<file path="src/rtl/tile_draw_engine_pkg.sv">
// Shared definitions for the tile draw engine: screen geometry, colour
// constants, FSM state encoding and the row-visibility helper.
package tile_draw_engine_pkg;

    localparam int SCREEN_W  = 160;
    localparam int SCREEN_H  = 120;
    localparam int NUM_LANES = 4;

    localparam logic [8:0] CLR_BLACK = 9'h000;
    localparam logic [8:0] CLR_WHITE = 9'h1FF;
    localparam logic [8:0] CLR_RED   = 9'h1C0;

    typedef enum logic [1:0] {
        ST_IDLE = 2'd0,
        ST_DRAW = 2'd1,
        ST_DONE = 2'd2
    } state_t;

    // An absolute row is drawable only if it lands on the visible screen.
    function automatic logic row_visible(input logic [7:0] abs_row);
        return abs_row < 8'(SCREEN_H);
    endfunction

endpackage

</file>
<file path="src/rtl/tile_draw_engine_rect_scanner.sv">
// Row-major rectangle scanner: loadable column/row counters bounded by
// width/height, with a flag marking the final pixel (width-1, height-1).
module rect_scanner (
    input  logic       clock,
    input  logic       resetn,
    input  logic       load,
    input  logic       advance,
    input  logic [7:0] width,
    input  logic [6:0] height,
    output logic [7:0] col,
    output logic [6:0] row,
    output logic       last
);

    logic col_end;
    logic row_end;

    assign col_end = (col == width - 8'd1);
    assign row_end = (row == height - 7'd1);
    assign last    = col_end && row_end;

    // Column steps first; on the right edge it wraps and the row steps.
    always_ff @(posedge clock or negedge resetn) begin
        if (!resetn) begin
            col <= '0;
            row <= '0;
        end else if (load) begin
            col <= '0;
            row <= '0;
        end else if (advance) begin
            if (col_end) begin
                col <= '0;
                row <= row + 7'd1;
            end else begin
                col <= col + 8'd1;
            end
        end
    end

endmodule

</file>
<file path="src/rtl/tile_draw_engine.sv">
// Rectangle-fill plotter feeding a 160x120 9-bit framebuffer adapter.
// Accepts one tile/clear request at a time and emits one registered pixel
// per clock. Optional feature macro TILE_BORDER_EN paints the outline of
// tile requests (not clears) with BORDER_CLR.
module tile_draw_engine
    import tile_draw_engine_pkg::*;
#(
    parameter int         TILE_H     = 30,
    parameter int         LANE_W     = 40,
    parameter logic [8:0] BORDER_CLR = 9'h000
) (
    input  logic       clock,
    input  logic       resetn,
    input  logic       req_valid,
    output logic       req_ready,
    input  logic       req_clear,
    input  logic [1:0] req_lane,
    input  logic [6:0] req_y,
    input  logic [8:0] req_color,
    output logic [7:0] x,
    output logic [6:0] y,
    output logic [8:0] color,
    output logic       write,
    output logic       done
);

    state_t     state;
    state_t     next_state;
    logic       load;
    logic       advance;

    logic       clear_q;
    logic [7:0] x_org;
    logic [6:0] y_org;
    logic [8:0] fill_clr;

    logic [7:0] width;
    logic [6:0] height;
    logic [7:0] col;
    logic [6:0] row;
    logic       last;

    logic [7:0] x_abs;
    logic [7:0] row_abs;
    logic       border_sel;
    logic [8:0] pix_clr;

    // State register; reset aborts any draw in progress.
    always_ff @(posedge clock or negedge resetn) begin
        if (!resetn) state <= ST_IDLE;
        else         state <= next_state;
    end

    // Next-state and handshake decode.
    always_comb begin
        next_state = state;
        req_ready  = 1'b0;
        load       = 1'b0;
        advance    = 1'b0;
        case (state)
            ST_IDLE: begin
                req_ready = 1'b1;
                if (req_valid) begin
                    load       = 1'b1;
                    next_state = ST_DRAW;
                end
            end
            ST_DRAW: begin
                advance = 1'b1;
                if (last) next_state = ST_DONE;
            end
            ST_DONE: next_state = ST_IDLE;
            default: next_state = ST_IDLE;
        endcase
    end

    // Capture the request; a clear always originates at (0,0).
    always_ff @(posedge clock) begin
        if (load) begin
            clear_q  <= req_clear;
            x_org    <= req_clear ? 8'd0 : 8'(int'(req_lane) * LANE_W);
            y_org    <= req_clear ? 7'd0 : req_y;
            fill_clr <= req_color;
        end
    end

    assign width  = clear_q ? 8'(SCREEN_W) : 8'(LANE_W);
    assign height = clear_q ? 7'(SCREEN_H) : 7'(TILE_H);

    rect_scanner u_scanner (
        .clock   (clock),
        .resetn  (resetn),
        .load    (load),
        .advance (advance),
        .width   (width),
        .height  (height),
        .col     (col),
        .row     (row),
        .last    (last)
    );

    // Absolute row kept in 8 bits so rows past the bottom clip instead of wrapping.
    assign x_abs   = x_org + col;
    assign row_abs = {1'b0, y_org} + {1'b0, row};

`ifdef TILE_BORDER_EN
    assign border_sel = !clear_q &&
                        ((col == 8'd0) || (col == width - 8'd1) ||
                         (row == 7'd0) || (row == height - 7'd1));
`else
    assign border_sel = 1'b0;
`endif

    assign pix_clr = border_sel ? BORDER_CLR : fill_clr;

    // Registered pixel outputs; clipped slots still consume a cycle with write low.
    always_ff @(posedge clock or negedge resetn) begin
        if (!resetn) begin
            write <= 1'b0;
            done  <= 1'b0;
            x     <= '0;
            y     <= '0;
            color <= '0;
        end else begin
            write <= (state == ST_DRAW) && row_visible(row_abs);
            done  <= (state == ST_DONE);
            if (state == ST_DRAW) begin
                x     <= x_abs;
                y     <= row_abs[6:0];
                color <= pix_clr;
            end
        end
    end

endmodule
</file>
<file path="config.mk">
export PLATFORM = sky130hd
export DESIGN_NAME = tile_draw_engine
export DESIGN_NICKNAME = d
export VERILOG_FILES = /design/src/rtl/tile_draw_engine_pkg.sv /design/src/rtl/tile_draw_engine_rect_scanner.sv /design/src/rtl/tile_draw_engine.sv
export SDC_FILE = /design/constraint.sdc
export NUM_CORES = 1
export LEC_CHECK = 0
export CAP_MARGIN = 20
export CORE_UTILIZATION = 57
export CTS_BUF_LIST = sky130_fd_sc_hd__clkbuf_4 sky130_fd_sc_hd__clkbuf_8 sky130_fd_sc_hd__clkbuf_16
export CTS_CLUSTER_DIAMETER = 100
export CTS_CLUSTER_SIZE = 14
export DETAILED_ROUTE_END_ITERATION = 7
export GPL_ROUTABILITY_DRIVEN = 0
export PLACE_DENSITY = 0.85
export SLEW_MARGIN = 20
export SYNTH_ARGS = -nofsm -noshare
export SYNTH_HDL_FRONTEND = slang
export SYNTH_SLANG_ARGS = --single-unit
</file>
<file path="constraint.sdc">
create_clock -name clock -period 5.3 [get_ports clock]
set_input_delay 1.325 -clock clock [delete_from_list [all_inputs] [get_ports clock]]
set_output_delay 1.325 -clock clock [all_outputs]
set_load 0.05 [all_outputs]
</file>
==> impl_metrics.json, run 1 <==
{
  "dp_worst_setup_slack_ps": 2400,
  "syn_to_final_growth_pct": 26.0,
  "yosys-top-cells-area": "dfrtp_1, edfxtp_1, nand2_1, ha_1, nor2b_1",
  "cts_root_buf": "clkbuf_8",
  "setup_viol_count_final": 0,
  "htreeDepth": 3,
  "cp.arrival_ps": 1730,
  "clockBufferDepth": 2,
  "status": "complete, no violations",
  "synth_top_family_by_area": "simple AND/OR/NAND/NOR gates",
  "layout_common_cells": "nand2_1, clkdlybuf4s50_1, dfrtp_1, nor2_1, edfxtp_1",
  "layout_commonest_cell": "nand2_1",
  "regArea_um2": 1650,
  "rsz0062_at_grt": "false",
  "cts_made_buffers": 9,
  "synthesis.nets": 317,
  "fp.coreArea_um2": 4880,
  "die_w_um": 74.3,
  "relSlewSlack": 0.353,
  "dp.cells": 390,
  "insertion_delay_ps": 330,
  "p_per_area_nw_per_um2": 427,
  "irDropWorstVdd_mv": 0.258,
  "fmax_mhz": 328,
  "fp-row-count": 25,
  "finalCriticalPeriod_ps": 3050,
  "portBuffers": 48,
  "multi_input_area_um2": 1270,
  "cap_violations": 0,
  "fin_setup_tns_ps": 0,
  "synth-simple-area-share": 0.232,
  "hp-class": "reg -> reg",
  "io_pins": 49,
  "hold_viol": 0,
  "yosysUniqueCellTypes": 49,
  "seq_area_frac_synth": 0.552,
  "synth.avg_cell_area_um2": 10.7,
  "path_class": "reg -> out",
  "drtPass1Iterations": 5,
  "nNetsFinal": 371,
  "dp.final_hpwl_um": 4000,
  "dieArea_um2": 5530,
  "num_antenna_cells": 0,
  "ys_seq_elements": 62,
  "ant_nets": 0,
  "synth_compound_area_frac": 0.0692,
  "synthFlopType": "dfrtp_1",
  "synthAdderAreaFrac": 0.0680,
  "viasPerCell": 5.39,
  "cts_num_sinks": 62,
  "timing.final.ws_setup_ps": 2250,
  "fin_crit_sh": 0.576,
  "skew_ps": 6.01,
  "worstMarginPinSlew_ps": 970,
  "endpoint_kind": "output port",
  "drc_errors": 0,
  "cts_resized": 0,
  "synth_top_area_share": 0.361,
  "leakagePower_nw": 1.57,
  "fin_util": 0.770,
  "post_cts_buffers": 0,
  "synthMuxAreaShare": 0.0147,
  "cp_max_fo": 6,
  "fill_cells": 356,
  "overflow": 0,
  "layout-drive-gt1-share": 0.0826,
  "grt_usage": 0.239,
  "synthCells": 280,
  "async_flop_share": 0.694,
  "start_util": 0.611,
  "wl_per_cell_um": 14.5,
  "instances_no_fill": 406,
  "dieHeight_um": 74.3,
  "cts_tree": "yes",
  "holdBufCountCts": 0,
  "antenna_found_initial": 0,
  "grt_pass1_wl_um": 9620,
  "grt_pass1_vias": 2168,
  "netlist_area_um2": 2980,
  "required_ps": 3970,
  "grt_max_degree": 44,
  "wl_um": 5890,
  "synth_edf_count": 19,
  "synthXorXnorAreaFrac": 0.0440,
  "drt-initial-drc-count": 143,
  "yosysTopAreaCell": "dfrtp_1",
  "synth_warnings": 0,
  "clkTransAtPathRegs_ps": 70,
  "cp-start-kind": "register",
  "slew_violations": 0,
  "report.power.total_w": 0.00160,
  "vias": 2187
}
worst paths after layout:
check,from,to,slack (ps),depth (start not counted)
setup reg to reg,u_scanner.row[0],write,3110,8
setup / recovery,state[1],req_ready,2250,2
hold reg to reg,fill_clr[8],color[8],440,2
max in group asynchronous,resetn,u_scanner.row[0],3540,1
hold / removal,fill_clr[8],color[8],440,2
min in group asynchronous,resetn,x[6],1150,1
area by class of cell:
type / count / share of cell area
sequential: 62 / 0.438
multi-input combinational: 202 / 0.339
timing repair buffer: 51 / 0.133
clock buffer: 12 / 0.0406
tap: 67 / 0.0223
clock inverter: 4 / 0.0190
inverter: 8 / 0.00799
cells in the mapped netlist, drive strengths merged, types with 2 or more instances:
| cell | n |
|---|---|
| nand4 | 3 |
| edfxtp | 19 |
| or2 | 5 |
| buf | 2 |
| nand3 | 6 |
| ha | 13 |
| nor4b | 2 |
| nor2b | 14 |
| xnor2 | 10 |
| nor2 | 21 |
| mux2i | 2 |
| nand2b | 3 |
| nor4 | 4 |
| inv | 8 |
| o31ai | 2 |
| o21a | 2 |
| o21ai | 16 |
| fa | 2 |
| a21oi | 3 |
| clkbuf | 6 |
| nand2 | 64 |
| dfrtp | 43 |
| xor2 | 5 |
| a21o | 2 |
| and4b | 2 |
| nor3 | 6 |
layer usage:
metal | share of wire | GRT usage
met4 | 0.0068 | 0.117
met2 | 0.51 | 0.402
met3 | 0.052 | 0.0542
met1 | 0.43 | 0.293
met5 | 0 | 0
worst max-delay path, stage by stage (launching register included):
cell	delay (ps)
dfrtp_1	420
nor2_1	160
clkdlybuf4s50_1	820
power breakdown:
part           total, W  switching, W  internal [W]
registers      0.000645     0.0000720      0.000573
logic          0.000495      0.000314      0.000181
clock network  0.000463      0.000176      0.000287
total           0.00160      0.000562       0.00104
per-stage QoR:
stage	hold slack (ps)	area, µm²
after global placement	420	3530
after global routing	467	3760
after CTS	446	3760
final	441	3760
after detailed placement	430	3530
after floorplan	415	2980
state kept, by name, indices dropped and copies added, names as in the netlist:
signal / count
y: 7
clear_q: 1
y_org: 7
x: 8
color: 9
state: 2
x_org: 2
u_scanner.col: 8
u_scanner.row: 7
write: 1
fill_clr: 9
done: 1
kinds of logic after synthesis:
kind of cell	Yosys count
and+or+nand+nor	136
DFF	62
AOI/OAI and AO/OA	33
buffers and inverters	16
xor gates and xnor gates	15
adders and majority gates	15
muxes	3
(Power assumes the default switching activity.)
==> run 2, diff against run 1 <==
CORE_UTILIZATION = 48   (was 57)
PLACE_DENSITY = 0.76   (was 0.85)
clock period = 2.6 ns   (was 5.3 ns; I/O delays follow)
==> run 2 against run 1 <==
Register-to-register slack worse by 2700 ps. Worst setup slack worse by 2000 ps. Clock skew down 0.61 ps. Core utilization down 14 points. Cell count up 3.0%. Global-route usage down 3.1 points. Final area down 0.50%. First-iteration DRC count down 32%. Sequential share of layout area up 0.22 points. Worst hold slack worse by 250 ps. Die area up 18%. Routed wire length up 1.0%. Largest cell class unchanged.
==> impl_metrics.json, run 2 (synthesis gave the netlist of run 1 again) <==
{
  "grt_util_met2": 0.342,
  "insertion_delay_ps": 340,
  "fmax_mhz": 420,
  "grt_usage": 0.209,
  "cts_num_sinks": 62,
  "grt_pass1_wl_um": 10100,
  "layout_common_cells": "nand2_1, clkdlybuf4s50_1, dfrtp_1, nor2_1, edfxtp_1",
  "busiest_layer": "met2",
  "grt_max_degree": 19,
  "skew_ps": 5.41,
  "grtUsageMet1": 0.257,
  "endpoint_kind": "output port",
  "fin_util": 0.628,
  "drt-initial-drc-count": 97,
  "fin_setup_tns_ps": 0,
  "viasPerCell": 5.22,
  "overflow": 0,
  "clockBufferDepth": 2,
  "required_ps": 1950,
  "fp.coreArea_um2": 5960,
  "wl_um": 5950,
  "hold_ws_ps": 193,
  "nNetsFinal": 375,
  "cts_tree": "yes",
  "htreeDepth": 3,
  "pwr-share-seq": 0.431,
  "rsz0062_at_grt": "false",
  "finalCriticalPeriod_ps": 2380,
  "cp-start-kind": "register",
  "clkTransAtPathRegs_ps": 70,
  "die_w_um": 80.8,
  "hold_viol": 0,
  "antenna_found_initial": 0,
  "dieHeight_um": 80.8,
  "start_util": 0.501,
  "cts_resized": 0,
  "drtPass1Iterations": 4,
  "grt_pass1_vias": 2150,
  "p_per_area_nw_per_um2": 819,
  "hp-class": "in -> async",
  "dieArea_um2": 6530,
  "post_cts_buffers": 0,
  "cell_internal_pwr_w": 0.00190,
  "reg_top3": "color (9), fill_clr (9)",
  "clock_power_share": 0.237,
  "status": "complete, no violations",
  "relSlewSlack": 0.580,
  "irDropWorstVdd_mv": 0.488,
  "cp.arrival_ps": 1730,
  "leakagePower_nw": 1.57,
  "portBuffers": 48,
  "report.power.total_w": 0.00306,
  "fp-row-count": 28,
  "cp_max_fo": 6,
  "holdBufCountCts": 0,
  "p_switching_w": 0.00116,
  "path_class": "reg -> out",
  "dp.final_hpwl_um": 4260,
  "syn_to_final_growth_pct": 25.3,
  "worstMarginPinSlew_ps": 631,
  "num_antenna_cells": 0,
  "wl_per_cell_um": 14.2,
  "layout-drive-gt1-share": 0.0933,
  "ant_nets": 0,
  "cts_made_buffers": 9,
  "cap_violations": 0,
  "grt_use_met3": 0.0404,
  "reg2regPathDepth": 8,
  "setup_viol_count_final": 0,
  "layout_commonest_cell": "nand2_1",
  "combPwrFrac": 0.332,
  "fin_crit_sh": 0.916,
  "drc_errors": 0,
  "slew_violations": 0,
  "vias": 2180,
  "io_pins": 49,
  "cts_root_buf": "clkbuf_8",
  "switching_share": 0.379
}
## run 2: worst max-delay path: stages, from the launching register on
cell and delay (ps):
dfrtp_1 420, nor2_1 150, clkdlybuf4s50_1 820
## run 2: worst paths after layout
path                                       start        end  slack (ps)
worst max-delay path                    state[1]  req_ready         220
worst min-delay path                      resetn       x[1]         190
worst max register to register  u_scanner.row[0]      write         440
worst min register to register       fill_clr[6]   color[6]         440
max in group asynchronous                 resetn       x[6]        1860
min in group clock                   fill_clr[6]   color[6]         440
## run 2: cell type report
class / count / area (µm²)
clock buffers: 11 / 139
clock inverters: 5 / 26.3
fillers: 504 / 2220
inverters: 8 / 30.0
multi-input cells: 202 / 1270
flip-flops and latches: 62 / 1650
well taps: 75 / 93.8
repair buffers: 55 / 528
## run 2: per-layer routing
metal	wire length, µm	up-vias
li1	-	1079
met1	2660	1040
met2	2940	48
met3	187	13
met4	158	0
met5	0	-
## run 2: power by group through the flow
stage / Sequential [W] / Combinational, W / Clock (W)
finish: 0.00132 / 0.00102 / 0.000725
global route: 0.00135 / 0.00111 / 0.000776
CTS: 0.00132 / 0.00103 / 0.000739
detailed placement: 0.00134 / 0.00102 / 0
global placement: 0.00132 / 0.000998 / 0
floorplan: 0.00164 / 0.000349 / 0
## run 2: per-stage QoR
step / cells / setup WS [ps] / instance area, µm²
final: 418 / 218 / 3740
after global placement: 402 / 467 / 3570
after global routing: 418 / 181 / 3740
after CTS: 418 / 216 / 3740
after floorplan: 280 / 4.22 / 2980
after detailed placement: 402 / 483 / 3570
